$ cat config.mk
export PLATFORM = sky130hd
export DESIGN_NAME = ps2_kbd_tx_flat
export DESIGN_NICKNAME = d
export VERILOG_FILES = /design/src/rtl/ps2_kbd_tx_if.sv /design/src/rtl/ps2_kbd_tx.sv /design/src/flat_wrapper.sv
export SDC_FILE = /design/constraint.sdc
export NUM_CORES = 1
export LEC_CHECK = 0
export CAP_MARGIN = 30
export CELL_PAD_IN_SITES_DETAIL_PLACEMENT = 0
export CELL_PAD_IN_SITES_GLOBAL_PLACEMENT = 1
export CORE_MARGIN = 10
export CORE_UTILIZATION = 48
export CTS_BUF_LIST = sky130_fd_sc_hd__clkbuf_16
export DETAILED_ROUTE_END_ITERATION = 10
export PLACE_DENSITY_LB_ADDON = 0.08
export SLEW_MARGIN = 0
export SYNTH_ARGS = -nofsm -noshare
export SYNTH_HDL_FRONTEND = slang
export SYNTH_SLANG_ARGS = --single-unit
$ cat constraint.sdc
create_clock -name clk -period 5.96 [get_ports clk]
set_input_delay 1.192 -clock clk [delete_from_list [all_inputs] [get_ports clk]]
set_output_delay 1.192 -clock clk [all_outputs]
set_load 0.05 [all_outputs]
$ cat src/rtl/ps2_kbd_tx_if.sv
// Request/handshake bundle between a key-event source and the PS/2 keyboard transmitter.
interface ps2_kbd_tx_if;
    logic       valid;
    logic [7:0] code;
    logic       rel;    // break event: the sequence is prefixed with F0
    logic       ext;    // extended key: the sequence is prefixed with E0
    logic       ready;
    logic       busy;
    logic       done;

    modport master (
        output valid, code, rel, ext,
        input  ready, busy, done
    );

    modport slave (
        input  valid, code, rel, ext,
        output ready, busy, done
    );
endinterface

$ cat src/rtl/ps2_kbd_tx.sv
// Keyboard-side PS/2 transmitter: turns one key event into [E0][F0] code,
// each byte framed as start/8 data LSB-first/odd parity/stop, with idle gaps.
module ps2_kbd_tx #(
    parameter int CLK_DIV = 4,  // system clocks per PS/2 clock half-period, >= 2
    parameter int GAP     = 8   // idle cycles after every byte
) (
    input  logic          clk,
    input  logic          rst,
    ps2_kbd_tx_if.slave   bus,
    output logic          ps2_clk,
    output logic          ps2_data
);

    localparam int DIV_W = (CLK_DIV > 1) ? $clog2(CLK_DIV) : 1;
    localparam int GAP_W = (GAP > 1) ? $clog2(GAP) : 1;

    localparam logic [DIV_W-1:0] DIV_LAST = DIV_W'(CLK_DIV - 1);
    localparam logic [GAP_W-1:0] GAP_LAST = GAP_W'(GAP - 1);

    localparam logic [1:0] S_IDLE = 2'd0;
    localparam logic [1:0] S_SEND = 2'd1;
    localparam logic [1:0] S_GAP  = 2'd2;

    logic [1:0]       state_q, state_d;
    logic [DIV_W-1:0] div_q, div_d;
    logic             half_q, half_d;     // 0 = clock-high phase, 1 = clock-low phase
    logic [3:0]       bit_q, bit_d;       // frame bit index 0..10
    logic [GAP_W-1:0] gap_q, gap_d;
    logic [1:0]       idx_q, idx_d;       // byte being sent, 0..2
    logic [1:0]       last_q, last_d;     // index of the final byte of the sequence
    logic [23:0]      seq_q, seq_d;       // byte 0 in [7:0], byte 1 in [15:8], byte 2 in [23:16]
    logic             ps2_clk_q, ps2_clk_d;
    logic             ps2_data_q, ps2_data_d;
    logic             done_q, done_d;

    logic [7:0]       cur_byte;
    logic [10:0]      frame;

    // Next-state logic: sequencing through bytes, bits and half-periods, plus
    // the line levels for the coming cycle so the PS/2 pins come straight from flops.
    always_comb begin
        state_d  = state_q;
        div_d    = div_q;
        half_d   = half_q;
        bit_d    = bit_q;
        gap_d    = gap_q;
        idx_d    = idx_q;
        last_d   = last_q;
        seq_d    = seq_q;
        done_d   = 1'b0;
        cur_byte = 8'h00;
        frame    = 11'h7FF;

        case (state_q)
            S_IDLE: begin
                if (bus.valid) begin
                    state_d = S_SEND;
                    div_d   = '0;
                    half_d  = 1'b0;
                    bit_d   = 4'd0;
                    idx_d   = 2'd0;
                    case ({bus.ext, bus.rel})
                        2'b11: begin
                            seq_d  = {bus.code, 8'hF0, 8'hE0};
                            last_d = 2'd2;
                        end
                        2'b10: begin
                            seq_d  = {8'h00, bus.code, 8'hE0};
                            last_d = 2'd1;
                        end
                        2'b01: begin
                            seq_d  = {8'h00, bus.code, 8'hF0};
                            last_d = 2'd1;
                        end
                        default: begin
                            seq_d  = {16'h0000, bus.code};
                            last_d = 2'd0;
                        end
                    endcase
                end
            end

            S_SEND: begin
                if (div_q == DIV_LAST) begin
                    div_d = '0;
                    if (!half_q) begin
                        half_d = 1'b1;
                    end else begin
                        half_d = 1'b0;
                        if (bit_q == 4'd10) begin
                            state_d = S_GAP;
                            gap_d   = '0;
                        end else begin
                            bit_d = bit_q + 4'd1;
                        end
                    end
                end else begin
                    div_d = div_q + DIV_W'(1);
                end
            end

            S_GAP: begin
                if (gap_q == GAP_LAST) begin
                    if (idx_q == last_q) begin
                        state_d = S_IDLE;
                        done_d  = 1'b1;
                    end else begin
                        state_d = S_SEND;
                        idx_d   = idx_q + 2'd1;
                        div_d   = '0;
                        half_d  = 1'b0;
                        bit_d   = 4'd0;
                    end
                end else begin
                    gap_d = gap_q + GAP_W'(1);
                end
            end

            default: state_d = S_IDLE;
        endcase

        case (idx_d)
            2'd1:    cur_byte = seq_d[15:8];
            2'd2:    cur_byte = seq_d[23:16];
            default: cur_byte = seq_d[7:0];
        endcase

        // stop, odd parity, data LSB first, start
        frame      = {1'b1, ~^cur_byte, cur_byte, 1'b0};
        ps2_clk_d  = (state_d != S_SEND) || !half_d;
        ps2_data_d = (state_d == S_SEND) ? frame[bit_d] : 1'b1;
    end

    // State registers; reset aborts any frame and forces both lines high.
    always_ff @(posedge clk) begin
        if (rst) begin
            state_q    <= S_IDLE;
            div_q      <= '0;
            half_q     <= 1'b0;
            bit_q      <= 4'd0;
            gap_q      <= '0;
            idx_q      <= 2'd0;
            last_q     <= 2'd0;
            seq_q      <= 24'h000000;
            ps2_clk_q  <= 1'b1;
            ps2_data_q <= 1'b1;
            done_q     <= 1'b0;
        end else begin
            state_q    <= state_d;
            div_q      <= div_d;
            half_q     <= half_d;
            bit_q      <= bit_d;
            gap_q      <= gap_d;
            idx_q      <= idx_d;
            last_q     <= last_d;
            seq_q      <= seq_d;
            ps2_clk_q  <= ps2_clk_d;
            ps2_data_q <= ps2_data_d;
            done_q     <= done_d;
        end
    end

    assign bus.ready = (state_q == S_IDLE);
    assign bus.busy  = (state_q != S_IDLE);
    assign bus.done  = done_q;
    assign ps2_clk   = ps2_clk_q;
    assign ps2_data  = ps2_data_q;

endmodule

$ cat src/flat_wrapper.sv
// flat-port wrapper written by rule: the top's interface ports become plain ports
module ps2_kbd_tx_flat 
#(
    parameter int CLK_DIV = 4,                                                   
    parameter int GAP     = 8                                  
)
  (clk, rst, ps2_clk, ps2_data, bus_valid, bus_code, bus_rel, bus_ext, bus_ready, bus_busy, bus_done);
  ps2_kbd_tx_if bus_i ();
  input  logic clk;
  input  logic rst;
  output logic ps2_clk;
  output logic ps2_data;
  input wire logic [$bits(bus_i.valid)-1:0] bus_valid;
  input wire logic [$bits(bus_i.code)-1:0] bus_code;
  input wire logic [$bits(bus_i.rel)-1:0] bus_rel;
  input wire logic [$bits(bus_i.ext)-1:0] bus_ext;
  output wire logic [$bits(bus_i.ready)-1:0] bus_ready;
  output wire logic [$bits(bus_i.busy)-1:0] bus_busy;
  output wire logic [$bits(bus_i.done)-1:0] bus_done;
  assign bus_i.valid = bus_valid;
  assign bus_i.code = bus_code;
  assign bus_i.rel = bus_rel;
  assign bus_i.ext = bus_ext;
  assign bus_ready = bus_i.ready;
  assign bus_busy = bus_i.busy;
  assign bus_done = bus_i.done;
  ps2_kbd_tx #(.CLK_DIV(CLK_DIV), .GAP(GAP)) u_core (.clk(clk), .rst(rst), .bus(bus_i), .ps2_clk(ps2_clk), .ps2_data(ps2_data));
endmodule
# Word-level counts from Yosys, hierarchy flattened
# Index checks and enable logic that the tools add are counted.
# classes
eq_ne	20
add_sub_neg	4
n_mux	42
reduce_logical	13
bitwise	3
n_lt_le_gt_ge	1
# ops
cell	n
one-hot mux 24 bit (3 select lines)	1
two-way mux 24 bit	2
two-way mux 2 bit	12
two-way mux 4 bit	6
one-hot mux 8 bit (2 select lines)	1
two-way mux 3 bit	4
one-hot mux 2 bit (3 select lines)	2
one-hot mux 4 bit (3 select lines)	1
== test 2 bit, second input constant	5
!= test 2 x 1 -> 1 bit, second input constant	5
== test 2 x 1 -> 1 bit, second input constant	4
two-way mux 1 bit	8
one-hot mux 2 bit (2 select lines)	2
XNOR reduction 8 bit	1
!= test 2 bit, second input constant	3
one-hot mux 3 bit (2 select lines)	1
less-than comparator 4 x 5 -> 1 bit, second input constant	1
AND reduction 5 bit	1
adder 2 x 1 -> 2 bit, second input constant	2
adder 4 x 1 -> 4 bit, second input constant	1
binary-select mux 1 bit (select 4 bit)	1
== test 4 bit, second input constant	1
AND reduction 4 bit	1
nonzero test 2 bit	2
other kinds (12)	15
# totals
output_inout_bits	5
word_cells	94
register_bits	43

# Logic depth before layout (Yosys ltp)
# Gate-level depths: netlist of run 1.
# logic_depth
word_depth	9
ltp_mapped	17

# Worst setup path after synthesis of run 1
# No wires, ideal clock.
# synth_path
path_kind	register to register
start	reg u_core.state_q[0]
end	reg u_core.ps2_data_q (netlist: u_core.ps2_data)
arrival_ps	3392
path_stages_with_launch	17
period_less_slack_ps	3528
path_buffers	4
path_slack_ps	2432
t_required_ps	5824
path_cell_list	dfxtp_1 > inv_1 > ha_1 > buf_6 > buf_4 > buf_6 > o21ai_0 > a22oi_1 > inv_1 > ha_1 > buf_2 > inv_1 > nand2_1 > o221ai_1 > xnor3_1 > xnor2_1 > o211ai_1
# synth_via
elab_chain_cells	7
elab_cells_between_ends	21
classes_between	eq/ne (5); mux (12); bitwise (1); reduce/logical (3)
# synth_lines
item	line	source
from (decl)	ps2_kbd_tx.sv:24	logic [1:0] state_q, state_d;
from (signal assigned)	ps2_kbd_tx.sv:149	state_q <= state_d;
zero test 2 bit (*)	n/a	
named net bus_ready	flat_wrapper.sv:17	output wire logic [$bits(bus_i.ready)-1:0] bus_ready;
one-hot mux 2 bit (2 select lines) (*)	ps2_kbd_tx.sv:54	case (state_q)
named net u_core.idx_d[1]	ps2_kbd_tx.sv:29	logic [1:0] idx_q, idx_d;
== test 2 bit or == test 2 x 1 -> 1 bit (tied branches)	ps2_kbd_tx.sv:122	case (idx_d)
one-hot mux 8 bit (2 select lines) (*)	ps2_kbd_tx.sv:122	
XNOR reduction 8 bit	ps2_kbd_tx.sv:129	frame = {1'b1, ~^cur_byte, cur_byte, 1'b0};
binary-select mux 1 bit (select 4 bit) (*)	ps2_kbd_tx.sv:131	ps2_data_d = (state_d == S_SEND) ? frame[bit_d] : 1'b1;
two-way mux 1 bit (implied by the code) (*)	ps2_kbd_tx.sv:131	
to (signal assigned)	ps2_kbd_tx.sv:158	ps2_data_q <= ps2_data_d;
to (decl)	ps2_kbd_tx.sv:33	logic ps2_data_q, ps2_data_d;
# The timed path passes the listed nets; every way through them passes the cells marked *. The select of a mux whose other input is x is not followed.
# A chain may end at the register's enable or synchronous reset.

# Final worst setup path of run 1
# layout_path
start	in bus_valid
end	reg u_core.ps2_data_q (netlist: u_core.ps2_data)
# layout_via
elab_chain_cells	7
elab_cells_between_ends	17
classes_between	eq/ne (3); mux (11); bitwise (1); reduce/logical (2)
# layout_lines
item	line	source
from (decl)	flat_wrapper.sv:13	input wire logic [$bits(bus_i.valid)-1:0] bus_valid;
two-way mux 2 bit (*)	ps2_kbd_tx.sv:56	if (bus.valid) begin
one-hot mux 2 bit (2 select lines) (*)	ps2_kbd_tx.sv:54	
named net u_core.idx_d[1]	ps2_kbd_tx.sv:29	
== test 2 bit or == test 2 x 1 -> 1 bit (tied branches)	ps2_kbd_tx.sv:122	
one-hot mux 8 bit (2 select lines) (*)	ps2_kbd_tx.sv:122	
XNOR reduction 8 bit	ps2_kbd_tx.sv:129	
binary-select mux 1 bit (select 4 bit) (*)	ps2_kbd_tx.sv:131	
two-way mux 1 bit (implied by the code) (*)	ps2_kbd_tx.sv:131	
# Marks and branches as above.

==> results of run 1 <==
==> power by group through the flow <==
stage | logic, mW | registers (mW) | clock network [mW]
final | 0.118 | 0.301 | 0.309
after global routing | 0.130 | 0.302 | 0.328
after CTS | 0.118 | 0.301 | 0.318
after detailed placement | 0.117 | 0.307 | 0
after global placement | 0.117 | 0.307 | 0
after floorplan | 0.0866 | 0.309 | 0
==> layout make-up <==
type | instances | area (sq um)
Clock buffer | 5 | 125
Sequential cell | 43 | 861
Clock inverter | 3 | 38.8
Multi-Input combinational cell | 242 | 1670
Fill cell | 548 | 2440
Tap cell | 72 | 90.1
Timing Repair Buffer | 20 | 193
Inverter | 14 | 52.6
==> state kept, by name, indices dropped and copies added (netlist names) <==
name	count
u_core.seq_q	24
u_core.state_q	2
u_core.gap_q	3
u_core.div_q	2
u_core.bit_q	4
u_core.bus.done	1
u_core.idx_q	2
u_core.half_q	1
u_core.last_q	2
u_core.ps2_clk	1
u_core.ps2_data	1
==> routing by layer <==
layer / share of wire, % / routed length (um)
met1: 47 / 3020
met3: 5.2 / 333
met2: 46 / 2910
met5: 0 / 0
met4: 1.4 / 89
==> worst max-delay path, stage by stage <==
cell and delay [ns]:
clkdlybuf4s50_1 0.45, buf_4 0.31, nand2b_1 0.19, o21ai_0 0.13, a22oi_1 0.27, inv_1 0.08, ha_1 0.42, inv_1 0.30
nand2_1 0.21, o221ai_1 0.30, xnor3_1 0.46, xnor2_1 0.15, o211ai_1 0.11
==> worst min path at each step <==
stage / cells past startpoint / to / slack, ns / from
global route: 2 / u_core.seq_q[13]$_SDFF_PP0_ / 0.50 / u_core.seq_q[13]$_SDFF_PP0_
floorplan: 2 / u_core.seq_q[11]$_SDFF_PP0_ / 0.44 / u_core.seq_q[11]$_SDFF_PP0_
detailed placement: 2 / u_core.seq_q[11]$_SDFF_PP0_ / 0.47 / u_core.seq_q[11]$_SDFF_PP0_
CTS: 2 / u_core.seq_q[13]$_SDFF_PP0_ / 0.48 / u_core.seq_q[13]$_SDFF_PP0_
global placement: 2 / u_core.seq_q[11]$_SDFF_PP0_ / 0.46 / u_core.seq_q[11]$_SDFF_PP0_
finish: 2 / u_core.seq_q[13]$_SDFF_PP0_ / 0.48 / u_core.seq_q[13]$_SDFF_PP0_
==> synthesized netlist by cell type (2+ instances only) <==
cell type / number / area share, %
a2111oi_0: 2 / 0.65
a211o_1: 2 / 0.65
a21boi_1: 5 / 1.4
a21oi_1: 23 / 4.3
a22oi_1: 3 / 0.84
a2bb2oi_1: 4 / 1.3
a32o_1: 2 / 0.74
and3_1: 2 / 0.46
and4_1: 10 / 3.2
buf_2: 4 / 0.74
buf_4: 3 / 0.84
buf_6: 4 / 1.7
clkbuf_1: 7 / 0.97
dfxtp_1: 43 / 32
ha_1: 16 / 7.4
inv_1: 14 / 1.9
mux2_2: 2 / 0.84
mux2i_1: 4 / 1.5
nand2_1: 19 / 2.6
nand2b_1: 6 / 1.4
nand3_1: 8 / 1.5
nand4_1: 2 / 0.46
nand4b_1: 2 / 0.65
nor2_1: 47 / 6.5
nor2b_1: 8 / 1.9
nor3_1: 6 / 1.1
nor4_1: 2 / 0.46
o211ai_1: 4 / 1.1
o21a_1: 3 / 0.84
o21ai_0: 16 / 3.0
o21ai_1: 3 / 0.56
o221ai_2: 2 / 1.1
o22ai_1: 2 / 0.46
o31ai_2: 2 / 0.93
xnor2_1: 2 / 0.65
xnor3_1: 2 / 1.7
xor2_1: 2 / 0.65
==> logic make-up after synthesis <==
group	after synthesis	share of synthesized area, %
muxes	6	2.32
xor gates and xnor gates	7	3.57
AOI/OAI and AO/OA	91	25.0
adders and majority gates	16	7.42
buffers and inverters	32	6.17
DFF	43	31.9
and+or+nand+nor	122	23.6
==> through the flow <==
step / setup slack, ns / instances / util, % / hold slack (ns)
detailed placement: 1.28 / 391 / 52.4 / 0.467
CTS: 1.56 / 399 / 55.3 / 0.478
global route: 1.26 / 399 / 55.3 / 0.501
finish: 1.55 / 399 / 55.3 / 0.479
global placement: 1.40 / 391 / 52.4 / 0.456
floorplan: 2.43 / 317 / - / 0.442
==> impl_metrics.csv, run 1 <==
group,metric,value,unit
status,run_status,"completed",
synth,synthesis.area,2700,sq um
run,timing.max_cap.violations,0,
final_layout,mostFrequentLayoutCells,"nor2_1 (47), dfxtp_1 (43), a21oi_1 (23)",
floorplan,io_pins,18,
floorplan,initial_utilization,49.3,%
critical_path,worst_r2r_endpoint,"u_core.ps2_data$_SDFF_PP1_",
clock_network,cts-buffers-inserted,5,
worst_hold_path,min-delay-path-class,"reg -> reg",
critical_path,timing.reg2reg.worst_path_depth,13,
synth,synth_cells,317,
synth,synth_ff_type,"dfxtp_1",
final_layout,drive_above_1_share,8.87,%
sta,slew-limit-headroom,66.5,%
floorplan,die_ar,9020,sq um
sta,grt_setup_unrepaired,"false",
synth,asyncSetResetFlopFracSynth,0,%
clock_network,clock_sink_count,43,
final_layout,layout_commonest_cell,"nor2_1",
power_and_ir_drop,maximum_resistive_drop_on_vdd,0.137,mV
synth,yosys_warnings,0,
floorplan,fp.dieH,95.0,um
critical_path,regToRegSetupSlack,2.42,ns
place,globalplace.congestion,0.831,
critical_path,critPathLaunchType,"input pin",
routing,routed_wirelength,6350,um
synth,synth.lib_cells_used.distinct,66,
place,dp.final_hpwl,4540,um
sta,fmaxAchievable,0.227,GHz
power_and_ir_drop,p_seq_share,41.4,%
sta,hold_viol,0,
sta,min_period_over_period,74.0,%
power_and_ir_drop,share_clk_of_total_power,42.5,%
grt,grt_pass1_wl,11000,um
critical_path,reg2reg_from,"u_core.state_q[1]$_SDFF_PP0_",
clock_network,post_cts_resized,0,
clock_network,buffer_count_from_post_cts_setup_fixing,0,
power_and_ir_drop,p_comb_share,16.2,%
grt,via_count_of_the_first_global_routing_pass,2198,
final_layout,flow.area_growth_from_synthesis,12.3,%
critical_path,worstSetupPathType,"in -> reg",
critical_path,endpoint_kind,"flip-flop",
synth,synth_seq_area_share,31.9,%
synth,postSynthNetCount,346,
floorplan,chipWidth,95.0,um
sta,fin_skew,0.00360,ns
routing,drt_first_pass_iters,4,
routing,routed_wire_length_per_instance,15.9,um
grt,grt-busiest-layer,"met2",
power_and_ir_drop,power.share.switching,25.7,%
critical_path,critPathCapture,"u_core.ps2_data$_SDFF_PP1_",
place,postPlaceCellArea,2870,sq um
sta,slew_viol_final,0,
synth,synth_enable_flop_cells,0,
routing,route.detailed.drc,0,
sta,worst_slew_pin_slew,0.501,ns
routing,detailroute.via_count,2281,
final_layout,num-nets-final,355,
final_layout,final_cell_area,3030,sq um
power_and_ir_drop,cellLeakagePower,1.18,nW
grt,overflow,0,
critical_path,cp_max_fo,33,
routing,drt-vias-per-instance,5.72,
grt,globalRouteMet3Util,3.65,%
clock_network,clk_transition_reported_paths,0.06,ns
grt,grt_usage,15.3,%
critical_path,cp.required,6.12,ns
final_layout,antenna_cells,0,
grt,globalRouteMet1Util,21.0,%
clock_network,worst_skew_pair.late_latency,0.29,ns
sta,period_minus_slack,4.41,ns
clock_network,cts_max_level,2,
floorplan,core_area,5470,sq um
routing,drt_iter0_drc,139,
clock_network,cts_buffer_depth,2,
floorplan,number_of_core_rows,27,
synth,post_synth.cell_area_avg,8.51,sq um
power_and_ir_drop,netSwitchingPower,0.187,mW
grt,number_of_antenna_violations_at_the_first_check_in_global_routing,0,
power_and_ir_drop,internal_power,0.541,mW
grt,grtUsageMet2,22.8,%
sta,setup-violations-final,0,
power_and_ir_drop,finalPower,0.728,mW
grt,grt_start_max_net_pins,43,
place,io_buffers,17,
routing,final_antenna_net_count,0,
sta,finalSetupTns,0,ns
critical_path,cp-startpoint,"bus_valid",
critical_path,crit_path_dat,4.57,ns
power_and_ir_drop,pwr_density_cell,240,nW/um^2
synth,synth_seq_cells,43,
clock_network,cts_tree,"built",
clock_network,cts-hold-fix-buffers,0,
clock_network,root_buffer,"clkbuf_16",
Note: power is estimated with default switching activity, not from simulation.
==> run 2, diff against run 1 <==
--- a/config.mk
+++ b/config.mk
@@ -9,7 +9,7 @@
 export CELL_PAD_IN_SITES_DETAIL_PLACEMENT = 0
 export CELL_PAD_IN_SITES_GLOBAL_PLACEMENT = 1
 export CORE_MARGIN = 10
-export CORE_UTILIZATION = 48
+export CORE_UTILIZATION = 45
 export CTS_BUF_LIST = sky130_fd_sc_hd__clkbuf_16
 export DETAILED_ROUTE_END_ITERATION = 10
 export PLACE_DENSITY_LB_ADDON = 0.08
==> constraint.sdc (replaced) <==
create_clock -name clk -period 4.3 [get_ports clk]
set_input_delay 0.86 -clock clk [delete_from_list [all_inputs] [get_ports clk]]
set_output_delay 0.86 -clock clk [all_outputs]
set_load 0.05 [all_outputs]
==> impl_metrics.csv, run 2 (same netlist as run 1, synthesis figures left out) <==
group,metric,value,unit
clock_network,clock_sink_count,43,
grt,grt_start_max_net_pins,42,
critical_path,critPathLaunchType,"input pin",
grt,grt_pass1_wl,10500,um
power_and_ir_drop,pwr_density_cell,349,nW/um^2
grt,number_of_antenna_violations_at_the_first_check_in_global_routing,0,
sta,slew-limit-headroom,66.6,%
power_and_ir_drop,cellLeakagePower,1.20,nW
power_and_ir_drop,p_seq_share,39.1,%
power_and_ir_drop,internal_power,0.809,mW
clock_network,post_cts_resized,0,
sta,period_minus_slack,3.76,ns
routing,routed_wire_length_per_instance,15.8,um
sta,finalSetupTns,0,ns
power_and_ir_drop,power.share.switching,24.2,%
sta,slew_viol_final,0,
place,io_buffers,17,
power_and_ir_drop,finalPower,1.07,mW
worst_hold_path,min-delay-path-class,"reg -> reg",
sta,setup-violations-final,0,
grt,via_count_of_the_first_global_routing_pass,2131,
grt,overflow,0,
clock_network,cts_max_level,2,
final_layout,layout_commonest_cell,"nor2_1",
routing,drt-vias-per-instance,5.58,
routing,routed_wirelength,6360,um
final_layout,largest_reg_flops,24,
sta,grt_setup_unrepaired,"false",
sta,min_period_over_period,87.3,%
final_layout,antenna_cells,0,
clock_network,root_buffer,"clkbuf_16",
grt,grt_usage,13.2,%
final_layout,flow.area_growth_from_synthesis,13.4,%
floorplan,fp.dieH,97.4,um
power_and_ir_drop,netSwitchingPower,0.258,mW
floorplan,initial_utilization,45.8,%
final_layout,num-nets-final,355,
floorplan,io_pins,18,
final_layout,drive_above_1_share,8.87,%
clock_network,cts-hold-fix-buffers,0,
place,dp.final_hpwl,4680,um
power_and_ir_drop,maximum_resistive_drop_on_vdd,0.147,mV
sta,fmaxAchievable,0.266,GHz
sta,worst_slew_pin_slew,0.499,ns
critical_path,worstSetupPathType,"in -> reg",
floorplan,core_area,5890,sq um
power_and_ir_drop,p_comb_share,15.4,%
clock_network,clk_transition_reported_paths,0.06,ns
floorplan,number_of_core_rows,28,
floorplan,chipWidth,97.4,um
routing,route.detailed.drc,0,
critical_path,crit_path_dat,3.90,ns
power_and_ir_drop,share_clk_of_total_power,45.5,%
critical_path,cp.required,4.45,ns
place,globalplace.congestion,0.842,
routing,detailroute.via_count,2242,
final_layout,mostFrequentLayoutCells,"nor2_1 (47), dfxtp_1 (43), a21oi_1 (23)",
sta,hold_viol,0,
routing,drt_first_pass_iters,4,
sta,whs,0.479,ns
critical_path,cp_max_fo,9,
clock_network,worst_skew_pair.late_latency,0.28,ns
floorplan,die_ar,9490,sq um
clock_network,buffer_count_from_post_cts_setup_fixing,0,
routing,drt_iter0_drc,103,
critical_path,endpoint_kind,"flip-flop",
status,run_status,"completed",
final_layout,largest_registers,"u_core.seq_q: 24 flops, u_core.bit_q: 4 flops, u_core.gap_q: 3 flops",
final_layout,largest_register,"u_core.seq_q",
clock_network,cts-buffers-inserted,5,
routing,final_antenna_net_count,0,
run,timing.max_cap.violations,0,
clock_network,cts_buffer_depth,2,
sta,fin_skew,0.00650,ns
clock_network,cts_tree,"built",
[run 2: cell count changes in the layout (fill, tap and decap cells not counted)]
cell,before,now
inv_1,14,15
bufinv_16,1,2
clkinv_1,1,0
clkinv_2,1,0
[run 2: final timing paths]
kind	slack [ns]	cells past startpoint	endpoint	from
worst max-delay path	0.54	12	u_core.ps2_data$_SDFF_PP1_	bus_valid
worst min-delay path	0.48	2	u_core.seq_q[13]$_SDFF_PP0_	u_core.seq_q[13]$_SDFF_PP0_
worst max register to register	0.86	11	u_core.ps2_data$_SDFF_PP1_	u_core.gap_q[0]$_SDFFE_PP0P_
worst min register to register	0.48	2	u_core.seq_q[13]$_SDFF_PP0_	u_core.seq_q[13]$_SDFF_PP0_
[run 2: cell type report]
| class | count | area, sq um |
|---|---|---|
| Timing Repair Buffer | 20 | 193 |
| Multi-Input combinational cell | 242 | 1670 |
| Clock buffer | 5 | 125 |
| Clock inverter | 3 | 63.8 |
| Inverter | 14 | 52.6 |
| Fill cell | 577 | 2830 |
| Sequential cell | 43 | 861 |
| Tap cell | 75 | 93.8 |
[run 2: stage by stage]
step | area, sq um | utilization [%] | setup WS, ns | cells
after floorplan | 2700 | - | 0.772 | 317
after global placement | 2870 | 48.7 | 0.400 | 394
final | 3060 | 52.0 | 0.544 | 402
after global routing | 3060 | 52.0 | 0.253 | 402
after CTS | 3060 | 52.0 | 0.567 | 402
after detailed placement | 2870 | 48.7 | 0.264 | 394
[run 2: worst max-delay path, stage by stage]
cell	delay, ns
clkdlybuf4s50_1	0.52
nand2b_1	0.16
o21ai_0	0.12
a22oi_1	0.26
inv_1	0.09
ha_1	0.41
inv_1	0.28
nand2_1	0.18
o221ai_1	0.28
xnor3_1	0.46
xnor2_1	0.17
o211ai_1	0.11
[run 2: per-layer routing]
metal / track usage [%] / part of all wire (%) / vias up
met3: 2.77 / 3.1 / 4
met2: 22.1 / 49 / 36
met5: 0 / 0 / -
met4: 3.91 / 0.98 / 0
met1: 16.4 / 47 / 1040
li1: - / - / 1162
[run 2: power by group through the flow]
stage               clock [mW]  sequential [mW]  combinational [mW]
floorplan                    0            0.428               0.120
global placement             0            0.426               0.164
detailed placement           0            0.426               0.164
CTS                      0.495            0.417               0.165
global route             0.511            0.419               0.180
finish                   0.485            0.417               0.164
==> run 3, diff against run 2 <==
--- a/config.mk
+++ b/config.mk
@@ -9,7 +9,7 @@
 export CELL_PAD_IN_SITES_DETAIL_PLACEMENT = 0
 export CELL_PAD_IN_SITES_GLOBAL_PLACEMENT = 1
 export CORE_MARGIN = 10
-export CORE_UTILIZATION = 45
+export CORE_UTILIZATION = 48
 export CTS_BUF_LIST = sky130_fd_sc_hd__clkbuf_16
 export DETAILED_ROUTE_END_ITERATION = 10
 export PLACE_DENSITY_LB_ADDON = 0.08
==> constraint.sdc (replaced) <==
create_clock -name clk -period 4.5 [get_ports clk]
set_input_delay 0.9 -clock clk [delete_from_list [all_inputs] [get_ports clk]]
set_output_delay 0.9 -clock clk [all_outputs]
set_load 0.05 [all_outputs]
==> impl_metrics.csv, run 3 (same netlist as run 1, synthesis figures left out) <==
group,metric,value,unit
routing,routed_wire_length_per_instance,16.1,um
critical_path,regToRegSetupSlack,1.01,ns
grt,grt_usage,14.5,%
worst_hold_path,worstHoldEndpoint,"u_core.seq_q[13]$_SDFF_PP0_",
grt,grtUsageMet2,22.3,%
clock_network,cts-buffers-inserted,5,
clock_network,buffer_count_from_post_cts_setup_fixing,0,
final_layout,antenna_cells,0,
run,timing.max_cap.violations,0,
grt,globalRouteMet1Util,20.2,%
floorplan,fp.dieH,95.0,um
grt,grt_start_max_net_pins,43,
power_and_ir_drop,share_clk_of_total_power,42.8,%
sta,fmaxAchievable,0.262,GHz
clock_network,worst_skew_pair.late_latency,0.28,ns
sta,hold_viol,0,
sta,min_period_over_period,85.0,%
place,globalplace.congestion,0.903,
sta,setup-violations-final,0,
sta,slew-limit-headroom,65.9,%
sta,period_minus_slack,3.82,ns
final_layout,largest_register,"u_core.seq_q",
routing,drt-vias-per-instance,5.84,
worst_hold_path,hold_depth,2,
clock_network,cts_tree,"built",
sta,grt_setup_unrepaired,"false",
power_and_ir_drop,internal_power,0.719,mW
floorplan,number_of_core_rows,27,
sta,slew_viol_final,0,
critical_path,cp.required,4.65,ns
final_layout,largest_registers,"u_core.seq_q: 24 flops, u_core.bit_q: 4 flops, u_core.gap_q: 3 flops",
critical_path,crit_path_dat,3.98,ns
routing,routed_wirelength,6420,um
clock_network,post_cts_resized,0,
sta,finalSetupTns,0,ns
routing,detailroute.via_count,2329,
power_and_ir_drop,p_seq_share,41.1,%
critical_path,timing.reg2reg.worst_path_depth,13,
routing,drt_first_pass_iters,4,
clock_network,clock_sink_count,43,
final_layout,drive_above_1_share,9.17,%
critical_path,reg2reg_from,"u_core.gap_q[0]$_SDFFE_PP0P_",
floorplan,core_area,5470,sq um
clock_network,clk_transition_reported_paths,0.06,ns
final_layout,largest_reg_flops,24,
worst_hold_path,min-delay-path-class,"reg -> reg",
power_and_ir_drop,cellLeakagePower,1.19,nW
routing,route.detailed.drc,0,
power_and_ir_drop,pwr_density_cell,320,nW/um^2
status,run_status,"completed",
grt,number_of_antenna_violations_at_the_first_check_in_global_routing,0,
final_layout,multi_input_comb_area,1670,sq um
critical_path,worst_r2r_endpoint,"u_core.ps2_data$_SDFF_PP1_",
clock_network,cts_buffer_depth,2,
final_layout,register_area,861,sq um
grt,globalRouteMet3Util,2.78,%
final_layout,fillCellCount,539,
floorplan,die_ar,9020,sq um
floorplan,chipWidth,95.0,um
critical_path,cp_max_fo,9,
power_and_ir_drop,netSwitchingPower,0.252,mW
worst_hold_path,holdCritStartpoint,"u_core.seq_q[13]$_SDFF_PP0_",
final_layout,num-nets-final,355,
critical_path,endpoint_kind,"flip-flop",
clock_network,cts-hold-fix-buffers,0,
grt,grt_pass1_wl,10500,um
sta,fin_skew,0.00497,ns
critical_path,worstSetupPathType,"in -> reg",
sta,whs,0.468,ns
power_and_ir_drop,power.share.switching,26.0,%
place,io_buffers,17,
sta,worst_slew_pin_slew,0.512,ns
grt,via_count_of_the_first_global_routing_pass,2167,
clock_network,cts_max_level,2,
place,dp.final_hpwl,4510,um
final_layout,layout_commonest_cell,"nor2_1",
routing,drt_iter0_drc,104,
floorplan,initial_utilization,49.3,%
final_layout,mostFrequentLayoutCells,"nor2_1 (47), dfxtp_1 (43), a21oi_1 (23)",
critical_path,critPathLaunchType,"input pin",
clock_network,root_buffer,"clkbuf_16",
grt,overflow,0,
routing,final_antenna_net_count,0,
power_and_ir_drop,maximum_resistive_drop_on_vdd,0.188,mV
floorplan,io_pins,18,
final_layout,flow.area_growth_from_synthesis,12.5,%
power_and_ir_drop,p_comb_share,16.1,%
grt,grt-busiest-layer,"met2",
[run 3: cell types whose count changed in the layout (fill, tap and decap cells not counted)]
| cell | change |
|---|---|
| bufinv_16 | -1 |
| clkinv_2 | +1 |
| clkinv_4 | +1 |
| inv_1 | -1 |
[run 3: worst max-delay path: stages]
cell and delay, ns:
clkdlybuf4s50_1 0.47, nand2b_1 0.14, o21ai_0 0.14, a22oi_1 0.28, inv_1 0.08, ha_1 0.43
inv_1 0.29, nand2_1 0.21, o221ai_1 0.31, xnor3_1 0.47, xnor2_1 0.16, o211ai_1 0.11
[run 3: through the flow]
step	setup slack (ns)	utilization [%]	cells	cell area, sq um	power (mW)
2_1_floorplan	0.972	-	317	2700	0.524
3_3_place_gp	0.588	52.4	391	2870	0.562
3_5_place_dp	0.437	52.4	391	2870	0.563
4_1_cts	0.695	55.4	399	3030	0.982
5_1_grt	0.459	55.4	399	3030	1.01
6_report	0.677	55.4	399	3030	0.971
[run 3: worst max-delay path by stage]
stage                                  from                          to  slack, ns  cells past startpoint
2_1_floorplan  u_core.state_q[0]$_SDFF_PP0_  u_core.ps2_data$_SDFF_PP1_       0.97                     16
3_3_place_gp                      bus_valid  u_core.ps2_data$_SDFF_PP1_       0.59                     12
3_5_place_dp                      bus_valid  u_core.ps2_data$_SDFF_PP1_       0.44                     12
4_1_cts                           bus_valid  u_core.ps2_data$_SDFF_PP1_       0.70                     12
5_1_grt                           bus_valid  u_core.ps2_data$_SDFF_PP1_       0.46                     12
6_report                          bus_valid  u_core.ps2_data$_SDFF_PP1_       0.68                     12
[run 3: layout make-up]
class	count	area share [%]
repair buffers	20	6.35
clock buffers	5	4.12
multi-input cells	242	55.0
well taps	72	2.97
inverters	14	1.73
flip-flops and latches	43	28.4
clock inverters	3	1.44
[run 3: power by group through the flow]
stage                     logic, mW  registers, mW  clock network [mW]
after detailed placement      0.156          0.407                   0
after global routing          0.171          0.400               0.439
after floorplan               0.115          0.409                   0
after global placement        0.155          0.407                   0
after CTS                     0.156          0.399               0.426
final                         0.156          0.399               0.416
[run 3: layer usage]
layer,up-vias,routed length [um],share of wire (%)
met5,-,0,0
met4,0,65,1.0
met3,7,246,3.8
met2,34,2910,45
met1,1124,3200,50
li1,1164,-,-
